File: src/rtl/interval_timer.sv
// interval_timer: programmable interval timer serving the traffic-light FSM.
// Holds the base, extended and yellow interval lengths. On a start pulse it
// counts down the selected interval, one second per CLK_DIV clock cycles, and
// then emits a one-cycle expired pulse.
module interval_timer #(
    parameter int         CLK_DIV  = 4,
    parameter logic [3:0] DEF_BASE = 4'd6,
    parameter logic [3:0] DEF_EXT  = 4'd3,
    parameter logic [3:0] DEF_YEL  = 4'd2
) (
    input  logic       clk,
    input  logic       Reset,
    input  logic       start_timer,
    input  logic [1:0] interval,
    input  logic       Prog_Sync,
    input  logic [1:0] Time_Param_Sel,
    input  logic [3:0] Time_Value,
    output logic       expired,
    output logic       busy,
    output logic [3:0] time_left
);

    localparam int              DIV_W    = (CLK_DIV > 1) ? $clog2(CLK_DIV) : 1;
    localparam logic [DIV_W-1:0] DIV_LAST = DIV_W'(CLK_DIV - 1);

    typedef enum logic {
        IDLE = 1'b0,
        RUN  = 1'b1
    } state_t;

    state_t           state;
    logic [3:0]       base_r;
    logic [3:0]       ext_r;
    logic [3:0]       yel_r;
    logic [DIV_W-1:0] div_cnt;
    logic             tick;
    logic [3:0]       load_value;

    // Interval registers: a zero write restores the default, select 11 is ignored.
    always_ff @(posedge clk or negedge Reset) begin
        if (!Reset) begin
            base_r <= DEF_BASE;
            ext_r  <= DEF_EXT;
            yel_r  <= DEF_YEL;
        end else if (Prog_Sync) begin
            case (Time_Param_Sel)
                2'b00:   base_r <= (Time_Value == 4'd0) ? DEF_BASE : Time_Value;
                2'b01:   ext_r  <= (Time_Value == 4'd0) ? DEF_EXT  : Time_Value;
                2'b10:   yel_r  <= (Time_Value == 4'd0) ? DEF_YEL  : Time_Value;
                default: ;
            endcase
        end
    end

    // Pick the length to load on start; code 11 falls back to the base interval.
    always_comb begin
        load_value = base_r;
        case (interval)
            2'b01:   load_value = ext_r;
            2'b10:   load_value = yel_r;
            default: load_value = base_r;
        endcase
    end

    assign busy = (state == RUN);
    assign tick = busy && (div_cnt == DIV_LAST);

    // Countdown FSM: a start always wins, even over the final tick of a run.
    always_ff @(posedge clk or negedge Reset) begin
        if (!Reset) begin
            state     <= IDLE;
            div_cnt   <= '0;
            time_left <= 4'd0;
            expired   <= 1'b0;
        end else begin
            expired <= 1'b0;
            if (start_timer) begin
                time_left <= load_value;
                div_cnt   <= '0;
                state     <= RUN;
            end else begin
                case (state)
                    IDLE: begin
                        div_cnt   <= '0;
                        time_left <= 4'd0;
                    end
                    RUN: begin
                        if (tick) begin
                            div_cnt <= '0;
                            if (time_left > 4'd1) begin
                                time_left <= time_left - 4'd1;
                            end else begin
                                time_left <= 4'd0;
                                expired   <= 1'b1;
                                state     <= IDLE;
                            end
                        end else begin
                            div_cnt <= div_cnt + 1'b1;
                        end
                    end
                endcase
            end
        end
    end

endmodule

File: config.mk
export PLATFORM = sky130hd
export DESIGN_NAME = interval_timer
export DESIGN_NICKNAME = d
export VERILOG_FILES = /design/src/rtl/interval_timer.sv
export SDC_FILE = /design/constraint.sdc
export NUM_CORES = 1
export LEC_CHECK = 0
export CAP_MARGIN = 15
export CORE_AREA = 2 2 50 52
export CTS_CLUSTER_SIZE = 10
export DETAILED_ROUTE_END_ITERATION = 16
export DIE_AREA = 0 0 52 54
export PLACE_DENSITY = 0.75
export SLEW_MARGIN = 20
export SYNTH_ARGS = -nofsm -noshare
export SYNTH_HDL_FRONTEND = slang
export SYNTH_SLANG_ARGS = --single-unit
File: constraint.sdc
create_clock -name clk -period 1.3 [get_ports clk]
set_input_delay 0.13 -clock clk [delete_from_list [all_inputs] [get_ports clk]]
set_output_delay 0.13 -clock clk [all_outputs]
set_load 0.03 [all_outputs]
==> results.ini, run 1 <==
[run_status]
run_status=finished with violations
failed_checks=setup timing

[drt]
wire_per_inst_um=13.3
drt_first_pass_iters=4
drt_iter0_drc=14
vias_per_cell=5.00
wl_um=2170
vias=815
ant_nets=0
drc=0

[die]
std_cell_rows=18
design.die.area_mm2=0.00281
die_y_um=54
dieWidth_um=52
io_pins=18
core_region_area_mm2=0.00232
start_util=0.419

[power_and_ir_drop]
p_leak_uw=0.000600
p_int_uw=1230
switching_share=0.317
pwr-share-clk=0.200
p_seq_frac=0.462
p_comb_frac=0.338
irDropWorstVdd_mv=0.758
switching_power_uw=572
pwr_density_cell_mw_per_mm2=1300

[placement]
routabilityCongestion=0.856
io_buffer_count=17
place_ws_ns=-0.197
hpwl_um=1560

[global_route]
first_global_vias=887
grt_start_max_net_pins=21
grt_usage=0.177
grt_overflow=0
antenna_found_initial=0
grt_pass1_wl_um=3640

[clock_network]
cts.sinks=20
cts_tree=yes
worstSkewPairLatency_ns=0.30
path_clk_slew_ns=0.11
cts_buffers=3
cts.path.max_buffers=2
cts-root-buf=clkbuf_4
cts_hold_buf=0
htree_levels=1

[synthesis]
postSynthCellCount=96
synth_nets=113
synth_area_leader_cell=dfrtp_1
ys_ff_latch=20
yosys.cell_types.count=21
avgSynthCellArea_um2=10.1
yosysSeqAreaShare=0.521
synth_area_leaders=dfrtp_1, dfstp_2, mux2_2
yosysWarnings=0
synth_top_cell_area_share=0.386
syn_area_um2=972

[final_layout]
drive_above_1_share=0.368
antennaDiodeCount=0
seqCellArea_um2=510
post-route-util=0.601
syn2layout_area_growth_pct=43.4
final_cell_mix=buf_4, nand2_1, dfrtp_1
fillers=214
multiInputGateArea_um2=509
fin_nets=151
final_common_cell=buf_4

[worst_setup_path]
critPathKind=reg -> reg
crit_buf_inv=0
path_max_fanout=2
reg2reg_depth=5
setup.worst_path.start_class=register
max_stage_delay_ns=0.47
cp.depth=5
cp_data_arrival_time_ns=1.75
cp-end-kind=register
crit_family=simple AND/OR/NAND/NOR gates
cp_slowest_cell=or4b_4
crit_chain=ha_2, or4b_4, nor4_2, a21oi_1, o21ai_1
cp.required_ns=1.54

[sta]
timing.final.ws_setup_ns=-0.208
relSlewSlack=0.800
whs_ns=0.143
timing.final.crit_share=1.16
slew_viol_final=0
hold_violations=0
worst_clock_skew_ns=0.00469
fmax_ghz=0.663
setup_viol=6
final.min_clock_period_ns=1.51
tightestPinTransition_ns=0.302
rsz0062_at_grt=true

[worst_hold_path]
hold_path_class=in -> async

[run]
maxCapViolCount=0

## worst paths after layout
kind	slack (ns)	to	from
max reg2reg	-0.21	time_left[3]	div_cnt[0]
min in group clk	0.48	div_cnt[0]	div_cnt[0]
max	-0.21	time_left[3]	div_cnt[0]
min	0.14	base_r[3]	Reset
min reg2reg	0.48	div_cnt[0]	div_cnt[0]
max in group asynchronous	0.89	ext_r[1]	Reset
## per-stage QoR
stage                     TNS, ns  area [um2]  cells  power (uW)
final                      -0.532        1390    163        1810
after global placement     -0.912        1310    156        1360
after CTS                  -0.410        1380    162        1790
after global routing        -1.00        1390    163        1900
after floorplan            -0.343        1000     96        1130
after detailed placement    -1.30        1310    156        1380
## routing by layer
metal | vias up | track usage | share of wire
li1 | 411 | - | -
met1 | 382 | 0.186 | 0.41
met2 | 20 | 0.350 | 0.55
met3 | 2 | 0.0250 | 0.030
met4 | 0 | 0.0702 | 0.0088
met5 | - | 0 | 0
## cell families (layout without fill, tap and decap cells)
logic type,count (synthesis),count (layout),share of synthesized area
AO/OA/AOI/OAI,22,22,0.130
adder cells (fa/ha/maj),5,5,0.0644
buffers and inverters,5,42,0.0193
flip-flops,20,20,0.521
multiplexers,7,7,0.0811
AND/OR/NAND/NOR,37,37,0.184
## cell usage after synthesis
cell type,n
dfrtp_1,15
nand2_1,13
o21ai_0,10
nor2_1,9
mux2_2,7
a21oi_1,5
dfstp_2,5
ha_1,5
inv_1,5
nor3_1,5
a22oi_1,4
nand3b_1,2
nor2b_1,2
nor3b_1,2
a21o_1,1
a2bb2oi_1,1
nand2b_1,1
nor4_1,1
o21ai_1,1
or3_1,1
or4b_1,1
## repair_timing
action                                  CTS  global route
cloned                                    0             0
pin swaps                                 3             1
gates resized for setup                  13             5
endpoints found under the setup margin   10             7
endpoints found under the hold margin     0             0
buffers inserted                          2             1
## power groups by stage
| stage | Sequential (uW) | Clock (uW) | Combinational (uW) |
|---|---|---|---|
| after floorplan | 883 | 0 | 245 |
| after global placement | 838 | 0 | 526 |
| after detailed placement | 843 | 0 | 542 |
| after CTS | 833 | 368 | 587 |
| after global routing | 846 | 386 | 673 |
| final | 834 | 361 | 612 |
## final cells by class
cell class / count / area share
sequential: 20 / 0.366
multi-input combinational: 71 / 0.365
timing repair buffer: 33 / 0.200
tap: 30 / 0.0269
clock buffer: 4 / 0.0260
inverter: 5 / 0.0153
## registers in the layout (all words and copies together), names as in the netlist
signal	count
yel_r	4
base_r	4
div_cnt	2
busy	1
expired	1
ext_r	4
time_left	4
Power figures use the tool's default switching activity.
==> run 2: changes to the inputs <==
--- a/config.mk
+++ b/config.mk
@@ -11,7 +11,8 @@
 export DETAILED_ROUTE_END_ITERATION = 16
 export DIE_AREA = 0 0 52 54
 export PLACE_DENSITY = 0.75
-export SLEW_MARGIN = 20
+export SLEW_MARGIN = 0
 export SYNTH_ARGS = -nofsm -noshare
 export SYNTH_HDL_FRONTEND = slang
 export SYNTH_SLANG_ARGS = --single-unit
+export TNS_END_PERCENT = 100
==> results of run 2 <==
Final layout, timing and power as in run 1 (identical DEF).
